### config.mk
export PLATFORM = sky130hd
export DESIGN_NAME = lzrw1_item_parser
export DESIGN_NICKNAME = d
export VERILOG_FILES = /design/src/rtl/lzrw1_pkg.sv /design/src/rtl/lzrw1_item_parser.sv
export SDC_FILE = /design/constraint.sdc
export NUM_CORES = 1
export LEC_CHECK = 0
export BUFFER_PORTS_ARGS = -buffer_cell sky130_fd_sc_hd__buf_2
export CAP_MARGIN = 40
export CORE_MARGIN = 2
export CORE_UTILIZATION = 43
export CTS_BUF_LIST = sky130_fd_sc_hd__clkbuf_8
export CTS_CLUSTER_SIZE = 12
export DETAILED_ROUTE_END_ITERATION = 6
export PLACE_DENSITY = 0.61
export SLEW_MARGIN = 20
export SYNTH_ARGS = -nofsm -noshare
export SYNTH_HDL_FRONTEND = slang
export SYNTH_SLANG_ARGS = --single-unit
### constraint.sdc
create_clock -name clock -period 2.2 [get_ports clock]
set_input_delay 0.44 -clock clock [delete_from_list [all_inputs] [get_ports clock]]
set_output_delay 0.44 -clock clock [all_outputs]
set_load 0.01 [all_outputs]
### src/rtl/lzrw1_pkg.sv
// ----------------------------------------------------------------------------
// lzrw1_pkg
//  Shared definitions for the LZRW1 decompression path (item parser and
//  decompressor_top).
//
//  Contents:
//   ITEM_W, LEN_W, OFF_W  widths of one parsed item and its copy fields
//   COPY_MIN_LEN          smallest copy length encoded by a copy item
//   parser_state_t        states of the item parser FSM
//   lzrw1_item_t          one parsed item: control bit plus 16-bit payload
// ----------------------------------------------------------------------------
package lzrw1_pkg;

    localparam int ITEM_W       = 16;
    localparam int LEN_W        = 4;
    localparam int OFF_W        = 12;
    localparam int COPY_MIN_LEN = 3;

    typedef enum logic [2:0] {
        ST_CW      = 3'd0,
        ST_ITEM_B0 = 3'd1,
        ST_ITEM_B1 = 3'd2,
        ST_EMIT    = 3'd3,
        ST_DONE    = 3'd4
    } parser_state_t;

    typedef struct packed {
        logic              is_copy;
        logic [ITEM_W-1:0] data;
    } lzrw1_item_t;

endpackage

### src/rtl/lzrw1_item_parser.sv
// ----------------------------------------------------------------------------
// lzrw1_item_parser
//  Splits a raw LZRW1 compressed byte stream into groups of one little-endian
//  control word followed by one item per control bit (LSB first), and hands
//  each item downstream as a 16-bit word plus its control bit.
//
//  Ports:
//   clock            rising-edge clock
//   reset            asynchronous active-low reset
//   clear            synchronous flush, same effect as reset for one cycle
//   in_byte/in_valid/in_last/in_ready   compressed byte stream input
//   item_data        literal {8'h00,byte} or copy {b0,b1}
//   item_is_copy     control bit belonging to item_data
//   item_valid       item_data/item_is_copy valid, held until consumed
//   downstream_busy  consumer stall; item held while high
//   stream_done      one-cycle pulse once the final item has been consumed
//   format_error     sticky; the stream ended in the middle of a copy item
// ----------------------------------------------------------------------------
module lzrw1_item_parser
    import lzrw1_pkg::*;
#(
    parameter int CW_BYTES = 2
) (
    input  logic        clock,
    input  logic        reset,
    input  logic        clear,
    input  logic [7:0]  in_byte,
    input  logic        in_valid,
    input  logic        in_last,
    output logic        in_ready,
    output logic [15:0] item_data,
    output logic        item_is_copy,
    output logic        item_valid,
    input  logic        downstream_busy,
    output logic        stream_done,
    output logic        format_error
);

    localparam int         CW_W      = 8 * CW_BYTES;
    localparam logic [1:0] LAST_BYTE = 2'(CW_BYTES - 1);
    localparam logic [4:0] LAST_ITEM = 5'(CW_W - 1);

    parser_state_t   state_q, state_d;
    logic [CW_W-1:0] cw_shift_q, cw_shift_d;
    logic [1:0]      cw_cnt_q, cw_cnt_d;
    logic [4:0]      item_cnt_q, item_cnt_d;
    logic [7:0]      b0_q, b0_d;
    lzrw1_item_t     item_q, item_d;
    logic            last_q, last_d;
    logic            in_ready_q, in_ready_d;
    logic            item_valid_q, item_valid_d;
    logic            stream_done_q, stream_done_d;
    logic            format_error_q, format_error_d;

    logic accept;
    logic consume;

    assign accept  = in_valid & in_ready_q;
    assign consume = item_valid_q & ~downstream_busy;

    // Next-state logic. The handshake outputs are registered from the next
    // state so every output comes straight from a flop; clear overrides
    // everything, including a handshake happening in the same cycle.
    always_comb begin
        state_d        = state_q;
        cw_shift_d     = cw_shift_q;
        cw_cnt_d       = cw_cnt_q;
        item_cnt_d     = item_cnt_q;
        b0_d           = b0_q;
        item_d         = item_q;
        last_d         = last_q;
        format_error_d = format_error_q;

        if (accept && in_last) begin
            last_d = 1'b1;
        end

        case (state_q)
            ST_CW: begin
                if (accept) begin
                    for (int i = 0; i < CW_BYTES; i++) begin
                        if (cw_cnt_q == 2'(i)) begin
                            cw_shift_d[8*i +: 8] = in_byte;
                        end
                    end
                    if (in_last) begin
                        // A trailing control word with no items is legal.
                        cw_cnt_d = '0;
                        state_d  = ST_DONE;
                    end else if (cw_cnt_q == LAST_BYTE) begin
                        cw_cnt_d = '0;
                        state_d  = ST_ITEM_B0;
                    end else begin
                        cw_cnt_d = cw_cnt_q + 2'd1;
                    end
                end
            end

            ST_ITEM_B0: begin
                if (accept) begin
                    if (!cw_shift_q[0]) begin
                        item_d.is_copy = 1'b0;
                        item_d.data    = {8'h00, in_byte};
                        state_d        = ST_EMIT;
                    end else if (in_last) begin
                        // Stream stopped halfway through a copy: nothing to emit.
                        format_error_d = 1'b1;
                        state_d        = ST_DONE;
                    end else begin
                        b0_d    = in_byte;
                        state_d = ST_ITEM_B1;
                    end
                end
            end

            ST_ITEM_B1: begin
                if (accept) begin
                    item_d.is_copy = 1'b1;
                    item_d.data    = {b0_q, in_byte};
                    state_d        = ST_EMIT;
                end
            end

            ST_EMIT: begin
                if (consume) begin
                    cw_shift_d = {1'b0, cw_shift_q[CW_W-1:1]};
                    last_d     = 1'b0;
                    if (last_q) begin
                        item_cnt_d = '0;
                        state_d    = ST_DONE;
                    end else if (item_cnt_q == LAST_ITEM) begin
                        item_cnt_d = '0;
                        state_d    = ST_CW;
                    end else begin
                        item_cnt_d = item_cnt_q + 5'd1;
                        state_d    = ST_ITEM_B0;
                    end
                end
            end

            ST_DONE: begin
                // Start the next stream from a clean group boundary.
                cw_shift_d = '0;
                cw_cnt_d   = '0;
                item_cnt_d = '0;
                last_d     = 1'b0;
                state_d    = ST_CW;
            end

            default: begin
                state_d = ST_CW;
            end
        endcase

        in_ready_d    = (state_d == ST_CW) || (state_d == ST_ITEM_B0) ||
                        (state_d == ST_ITEM_B1);
        item_valid_d  = (state_d == ST_EMIT);
        stream_done_d = (state_d == ST_DONE);

        if (clear) begin
            state_d        = ST_CW;
            cw_shift_d     = '0;
            cw_cnt_d       = '0;
            item_cnt_d     = '0;
            b0_d           = '0;
            item_d         = '0;
            last_d         = 1'b0;
            format_error_d = 1'b0;
            in_ready_d     = 1'b0;
            item_valid_d   = 1'b0;
            stream_done_d  = 1'b0;
        end
    end

    // State and output registers; reset drops every output at once.
    always_ff @(posedge clock or negedge reset) begin
        if (!reset) begin
            state_q        <= ST_CW;
            cw_shift_q     <= '0;
            cw_cnt_q       <= '0;
            item_cnt_q     <= '0;
            b0_q           <= '0;
            item_q         <= '0;
            last_q         <= 1'b0;
            in_ready_q     <= 1'b0;
            item_valid_q   <= 1'b0;
            stream_done_q  <= 1'b0;
            format_error_q <= 1'b0;
        end else begin
            state_q        <= state_d;
            cw_shift_q     <= cw_shift_d;
            cw_cnt_q       <= cw_cnt_d;
            item_cnt_q     <= item_cnt_d;
            b0_q           <= b0_d;
            item_q         <= item_d;
            last_q         <= last_d;
            in_ready_q     <= in_ready_d;
            item_valid_q   <= item_valid_d;
            stream_done_q  <= stream_done_d;
            format_error_q <= format_error_d;
        end
    end

    assign in_ready     = in_ready_q;
    assign item_data    = item_q.data;
    assign item_is_copy = item_q.is_copy;
    assign item_valid   = item_valid_q;
    assign stream_done  = stream_done_q;
    assign format_error = format_error_q;

endmodule
Yosys cells after proc, flatten, opt, wreduce, memory -nomap -nowiden
Index checks and enable logic that the tools add are counted.
Operators by class
  eq/ne operators: 18
  multipliers: 0
  muxes and demuxes: 50
  reductions and logical operators: 21
  divide/modulo/power cells: 0
  shift operators: 0
  add/sub/neg operators: 2
  bitwise gates (word level): 3
  $lt $le $gt $ge: 0
Operator list (number)
  17-bit two-way mux: 4
  8-bit two-way mux: 7
  16-bit two-way mux: 3
  16-bit one-hot mux with 3 select lines: 1
  17-bit one-hot mux with 2 select lines: 1
  3-bit two-way mux: 10
  3-bit inequality test (second input constant): 7
  5-bit two-way mux: 4
  4-bit AND reduction: 5
  3-bit by 2-bit equality test with 1-bit output (second input constant): 4
  1-bit two-way mux: 12
  3-bit one-hot mux with 4 select lines: 1
  5-bit one-hot mux with 2 select lines: 1
  3-bit nonzero test: 3
  2-bit two-way mux: 4
  2-bit nonzero test: 4
  3-bit by 1-bit equality test with 1-bit output (second input constant): 2
  3-bit equality test (second input constant): 2
  3-bit zero test: 2
  5-bit by 1-bit adder with 5-bit output (second input constant): 1
  5-bit by 4-bit equality test with 1-bit output (second input constant): 1
  2-bit one-hot mux with 2 select lines: 1
  2-bit AND reduction: 2
  4-bit nonzero test: 1
  other kinds (9): 11
Word-level totals
  input bits: 14
  bits in latches: 0
  memories kept: 0
  memory bits (writable): 0
  flip-flop bits (word level): 56
  word-level logic and storage cells: 107
  memory bits (read-only): 0

Logic depth before layout (Yosys ltp)
Gate-level depths: netlist of run 1.
  depth after elaboration: 9
  depth in mapped cells: 7
  gate-level depth less buffers: 5

Least setup slack after synthesis of run 1
No wires, ideal clock.
  path kind: reg2reg
  start: reg state_q[1]
  end: reg item_q (netlist bit item_data[7])
  clock period less this slack: 1.844 ns
  buffers on the path: 2
  arrival: 1.765 ns
  data required time: 2.121 ns
  library setup time: 0.079 ns
  path slack: 0.356 ns
  stages on the path, launching flop included: 7
  path through: dfrtp_1 -> buf_2 -> nand2b_1 -> a21o_1 -> a211oi_4 -> buf_6 -> mux2i_1
On the way
  cells in the longest elaborated chain, start to end: 3
RTL lines
  start: declaration: line lzrw1_item_parser.sv:43  | parser_state_t state_q, state_d;
  start signal: assignment: line lzrw1_item_parser.sv:190  | state_q <= state_d;
  3-bit by 1-bit equality test with 1-bit output / 3-bit by 2-bit equality test with 1-bit output (equally long branches): line lzrw1_item_parser.sv:78  | case (state_q)
  3-bit inequality test (no line), or another cell as far along
  4-bit AND reduction (no line) / 17-bit two-way mux (equally long branches)
  end signal: assignment: line lzrw1_item_parser.sv:195  | item_q <= item_d;
  end: declaration: line lzrw1_item_parser.sv:48  | lzrw1_item_t item_q, item_d;
Parallel ways exist; a longest one is shown, timed or not.
A chain may end at the register's enable or synchronous reset.

Final worst setup path of run 1
  start: reg state_q[1]
  end: reg cw_shift_q[1]
On the way
  cells in the longest elaborated chain, start to end: 3
RTL lines
  3-bit by 2-bit equality test with 1-bit output, or another cell as far along: line lzrw1_item_parser.sv:78
  3-bit inequality test (no line), or another cell as far along
  4-bit AND reduction (no line) / 16-bit two-way mux (equally long branches)
  end signal: assignment: line lzrw1_item_parser.sv:191  | cw_shift_q <= cw_shift_d;
  end: declaration: line lzrw1_item_parser.sv:44  | logic [CW_W-1:0] cw_shift_q, cw_shift_d;
Parallel ways exist; a longest one is shown, timed or not.

==> results of run 1 <==
worst max-delay path by stage:
stage,start,endpoint,slack (ps)
floorplan,state_q[1]$_DFF_PN0_,item_data[7]$_DFFE_PN0P_,360
global placement,state_q[1]$_DFF_PN0_,cw_shift_q[1]$_DFFE_PN0P_,300
detailed placement,state_q[1]$_DFF_PN0_,cw_shift_q[1]$_DFFE_PN0P_,270
CTS,state_q[1]$_DFF_PN0_,cw_shift_q[1]$_DFFE_PN0P_,250
global route,state_q[1]$_DFF_PN0_,cw_shift_q[1]$_DFFE_PN0P_,120
finish,state_q[1]$_DFF_PN0_,cw_shift_q[1]$_DFFE_PN0P_,250
routing by layer:
layer | global-route usage | vias to the layer above
li1 | - | 941
met1 | 0.257 | 937
met2 | 0.246 | 27
met3 | 0.0386 | 6
met4 | 0.0528 | 0
met5 | 0 | -
cell type report:
cell class	instances	area share
Multi-Input combinational cell	172	0.409
Timing Repair Buffer	43	0.0762
Tap cell	77	0.0309
Clock buffer	6	0.0265
Sequential cell	56	0.449
Clock inverter	2	0.00361
Inverter	4	0.00482
sequential cells by signal, summed over array words and instances (netlist names):
| name | flops |
|---|---|
| cw_cnt_q | 2 |
| state_q | 3 |
| cw_shift_q | 16 |
| last_q | 1 |
| item_is_copy | 1 |
| in_ready | 1 |
| b0_q | 8 |
| item_valid | 1 |
| format_error | 1 |
| stream_done | 1 |
| item_data | 16 |
| item_cnt_q | 5 |
cells by family (layout without fill, tap and decap cells):
family,Yosys count,in the layout
multiplexers,32,32
buffers and inverters,18,55
flip-flops,56,56
AO/OA/AOI/OAI,52,52
adder cells (fa/ha/maj),1,1
AND/OR/NAND/NOR,87,87
report_power, final:
part | switching (mW) | total [mW] | internal (mW)
registers | 0.0287 | 1.10 | 1.07
clock network | 0.329 | 0.582 | 0.252
logic | 0.108 | 0.199 | 0.0903
worst max-delay path: cells and delay by family, from the launching register on:
kind,cells,cell delay [ps]
AND/OR/NAND/NOR,2,530
flip-flops,1,500
AO/OA/AOI/OAI,1,430
multiplexers,1,390
layout by cell type (no fill, tap or decap), types with 5 or more instances in the layout:
cell       n
o21ai_0   14
nand2_1   15
clkbuf_8   6
buf_2     34
buf_4      9
inv_1      5
mux2_2    15
dfrtp_1   56
nor2_1    13
a22o_1    15
mux2i_1   17
nand2b_1  32
nand3_1    5
through the flow:
stage / hold WS [ps] / instances / cell area (µm²) / total power, mW / setup WS (ps)
4_1_cts: 80.8 / 360 / 3120 / 1.91 / 246
2_1_floorplan: 144 / 246 / 2760 / 1.24 / 356
3_3_place_gp: 425 / 352 / 3020 / 1.32 / 297
3_5_place_dp: 422 / 352 / 3020 / 1.32 / 268
5_1_grt: 101 / 360 / 3120 / 1.97 / 125
6_report: 72.9 / 360 / 3120 / 1.88 / 248
==> results.toml, run 1 <==
[yosys]
ys_warn_count = 0
synth_ff_type = "dfrtp_1"
ys_seq_area_frac = 0.508
yosys.area.top_type = "dfrtp_1"
yosys-mux-area-fraction = 0.123
syn-cell-area_um2 = 2760
avgSynthCellArea_um2 = 11.2
async_reset_ff_frac = 1.00
synth_most_common_cell = "dfrtp_1"
syn_nets = 261
yosys.area_share.simple = 0.182
synth_compound_area_frac = 0.152
synth_top_family_by_area = "simple AND/OR/NAND/NOR gates"
syn_inst = 246
netlist.area_leader.share = 0.508
ys_seq_elements = 56
netlist_top_cells_area = "dfrtp_1 (51%), nand2b_1 (7.3%), mux2i_1 (6.2%), mux2_2 (6.1%), a22o_1 (4.8%)"
synth-edff-count = 0
netlist_top_cells_count = "dfrtp_1 (56), nand2b_1 (32), mux2i_1 (17)"
synthAdderAreaFrac = 0.00454
yosys.area_share.xor_xnor = 0
synth.distinct_cells = 47

[clock_tree]
cts_tree = "built"
htreeDepth = 2
insertion_delay_ps = 300
cts_setup_buffers = 0
clk_pin_slew_ps = 100
cts.sinks = 56
clk_path_buf_depth = 2
clock-root-buffer = "clkbuf_8"
cts_made_buffers = 5
cts_resized = 0
cts_hold_buf = 0

[critical_path]
critPathKind = "reg -> reg"
cpPeakStageDelay_ps = 500
endpoint_kind = "flop"
ff2ff_path_depth = 4
critPathRequiredTime_ps = 2400
arrival_ps = 2150
r2r_slack_ps = 250
critPathLaunchType = "flop"
crit_chain = "nor2_2 > nand2_1 > o31ai_4 > mux2_2"
r2r_start = "state_q[1]$_DFF_PN0_"
cpMaxStageDelayCell = "dfrtp_1"
r2r_end = "cw_shift_q[1]$_DFFE_PN0P_"
path_max_fanout = 12

[drt]
dr_wl_met3_um = 186
first_pass_iters = 4
avgRoutedWirePerCell_um = 15.7
drtAntennaViolNets = 0
drtIter0Drc = 83
wirelength_met1_um = 2920
wl_um = 5650
drc = 0
wl_met2_um = 2460
vias_per_cell = 5.31
top_layer = "met4"
num_vias = 1911

[timing]
post-route-min-period_ps = 1950
skew_ps = 6.93
finalHoldViolations = 0
setup_viol = 0
tightest_slew_ps = 592
tns_ps = 0
slew_headroom = 0.605
rsz0062_at_grt = "no"
fmax_mhz = 512
slew_violations = 0
timing.final.crit_share = 0.887

[cells_and_area]
antenna_cells = 0
nFillCells = 572
ff_latch_area_um2 = 1400
syn2layout_area_growth_pct = 13.1
nNetsFinal = 297
utilization = 0.497
drive_above_1_share = 0.258
multi_input_area_um2 = 1270

[floorplanning]
fp.dieW_um = 84.1
fp-row-count = 29
dieArea_um2 = 7070
initial_core_util = 0.439
die_h_um = 84.1
core_area_um2 = 6280
ios = 35

[run]
cap_violations = 0

[global_route]
grt_pass1_vias = 1872
grt_usage = 0.171
grt-ovfl-total = 0
antenna_found_initial = 0
grt_start_max_net_pins = 39
grt_pass1_wl_um = 9700

[placed_design]
dpl.hpwl_um = 3930
port_buffers = 34
gp_congestion = 0.852

[power]
p_leak_nw = 1.40
ir_drop_mv = 0.434
power_density_nw_per_um2 = 603

[min_path]
hp-class = "in -> async"

[run_status]
status = "complete, no violations"
No activity file was read; power rests on OpenSTA's default activity.
==> run 2, diff against run 1 <==
--- a/config.mk
+++ b/config.mk
@@ -8,11 +8,11 @@
 export BUFFER_PORTS_ARGS = -buffer_cell sky130_fd_sc_hd__buf_2
 export CAP_MARGIN = 40
 export CORE_MARGIN = 2
-export CORE_UTILIZATION = 43
+export CORE_UTILIZATION = 40
 export CTS_BUF_LIST = sky130_fd_sc_hd__clkbuf_8
 export CTS_CLUSTER_SIZE = 12
 export DETAILED_ROUTE_END_ITERATION = 6
-export PLACE_DENSITY = 0.61
+export PLACE_DENSITY = 0.58
 export SLEW_MARGIN = 20
 export SYNTH_ARGS = -nofsm -noshare
 export SYNTH_HDL_FRONTEND = slang
==> results.toml, run 2 (same netlist as run 1, synthesis figures left out) <==
[timing]
slew_headroom = 0.617
slew_violations = 0
post-route-min-period_ps = 1950
tns_ps = 0
fmax_mhz = 513
finalHoldViolations = 0
skew_ps = 13.0
timing.final.crit_share = 0.886
tightest_slew_ps = 575
setup_viol = 0
worst_slack_ps = 252
rsz0062_at_grt = "no"

[power]
cell_internal_pwr_mw = 1.39
power_density_nw_per_um2 = 607
combPwrFrac = 0.105
p_sw_frac = 0.263
p_sw_uw = 498
p_seq_frac = 0.583
p_leak_nw = 1.40
ir_drop_mv = 0.261
clkPwrFrac = 0.313

[placed_design]
dp_slack_ps = 255
gp_congestion = 0.836
port_buffers = 34
dpl.hpwl_um = 3980

[cells_and_area]
mostFrequentLayoutCells = "dfrtp_1 (56), buf_2 (34), nand2b_1 (32), mux2i_1 (17)"
utilization = 0.464
ff_latch_area_um2 = 1400
drive_above_1_share = 0.259
nFillCells = 656
syn2layout_area_growth_pct = 12.9
nNetsFinal = 296
antenna_cells = 0
multi_input_area_um2 = 1270
final_common_cell = "dfrtp_1"

[critical_path]
arrival_ps = 2150
endpoint_kind = "flop"
worst-path-buf-inv = 0
cpMaxStageDelayCell = "dfrtp_1"
crit_chain = "nor2_2 > nand2_1 > o31ai_4 > mux2_2"
critPathRequiredTime_ps = 2400
path_max_fanout = 12
critPathLaunchType = "flop"
critPathKind = "reg -> reg"
cpPeakStageDelay_ps = 500
cp_top_family = "simple AND/OR/NAND/NOR gates"

[floorplanning]
core_area_um2 = 6720
initial_core_util = 0.410
dieArea_um2 = 7570
fp-row-count = 30
ios = 35
die_h_um = 87.0
fp.dieW_um = 87.0

[clock_tree]
clk_path_buf_depth = 2
clk_pin_slew_ps = 110
cts_hold_buf = 0
insertion_delay_ps = 320
cts_setup_buffers = 0
htreeDepth = 2
clock-root-buffer = "clkbuf_8"
cts_tree = "built"
cts_resized = 0
cts.sinks = 56
cts_made_buffers = 5

[run_status]
status = "complete, no violations"

[drt]
drtAntennaViolNets = 0
num_vias = 1961
vias_per_cell = 5.42
drtIter0Drc = 58
first_pass_iters = 4
drc = 0
wl_um = 5770
avgRoutedWirePerCell_um = 15.9

[run]
cap_violations = 0

[global_route]
antenna_found_initial = 0
grt_usage = 0.164
grt_pass1_vias = 1885
grt-ovfl-total = 0
grt_pass1_wl_um = 9660
grt_start_max_net_pins = 34

[min_path]
hp-class = "in -> async"
run 2: changes by cell type in the layout (fill, tap and decap cells not counted), sizes merged:
| cell | change |
|---|---|
| buf | -1 |
| clkbuf | -1 |
| inv | +1 |
run 2: power by group through the flow:
stage,combinational [mW],sequential [mW],clock (mW)
after detailed placement,0.201,1.12,0
after floorplan,0.126,1.11,0
after CTS,0.202,1.10,0.616
after global placement,0.198,1.12,0
final,0.198,1.10,0.591
after global routing,0.223,1.11,0.652
run 2: worst reg2reg max path: cells and delay by family (launching register included):
| family | cells | cell delay, ps |
|---|---|---|
| compound gates | 1 | 420 |
| mux | 1 | 400 |
| flops | 1 | 500 |
| simple gates | 2 | 540 |
run 2: cell type report:
cell class | instances | area share
clock buffers | 5 | 0.0221
repair buffers | 42 | 0.0739
clock inverters | 3 | 0.00804
well taps | 80 | 0.0321
multi-input cells | 172 | 0.409
flip-flops and latches | 56 | 0.450
inverters | 4 | 0.00482
run 2: path summary, 6_finish.rpt:
check	from	to	slack, ps	depth (start not counted)
max in group asynchronous	reset	format_error$_DFFE_PN0P_	1410	2
hold reg to reg	b0_q[0]$_DFFE_PN0P_	item_data[8]$_DFFE_PN0P_	490	2
hold / removal	reset	item_data[13]$_DFFE_PN0P_	60	1
min in group clock	in_byte[7]	item_data[7]$_DFFE_PN0P_	420	3
setup reg to reg	state_q[1]$_DFF_PN0_	cw_shift_q[1]$_DFFE_PN0P_	250	4
setup / recovery	state_q[1]$_DFF_PN0_	cw_shift_q[1]$_DFFE_PN0P_	250	4
run 2: per-stage QoR:
stage	area [µm²]	hold WS, ps	cells	total power, mW
after detailed placement	3020	420	354	1.32
after global placement	3020	419	354	1.32
after CTS	3110	62.6	362	1.92
after floorplan	2760	144	246	1.24
final	3110	56.8	362	1.89
after global routing	3110	79.5	362	1.98
run 2: per-layer routing:
| metal | global-route usage | vias up | part of all wire |
|---|---|---|---|
| met5 | 0 | - | 0 |
| met4 | 0.0469 | 0 | 0.016 |
| met3 | 0.0389 | 7 | 0.027 |
| met2 | 0.249 | 27 | 0.47 |
| met1 | 0.235 | 979 | 0.49 |
| li1 | - | 948 | - |
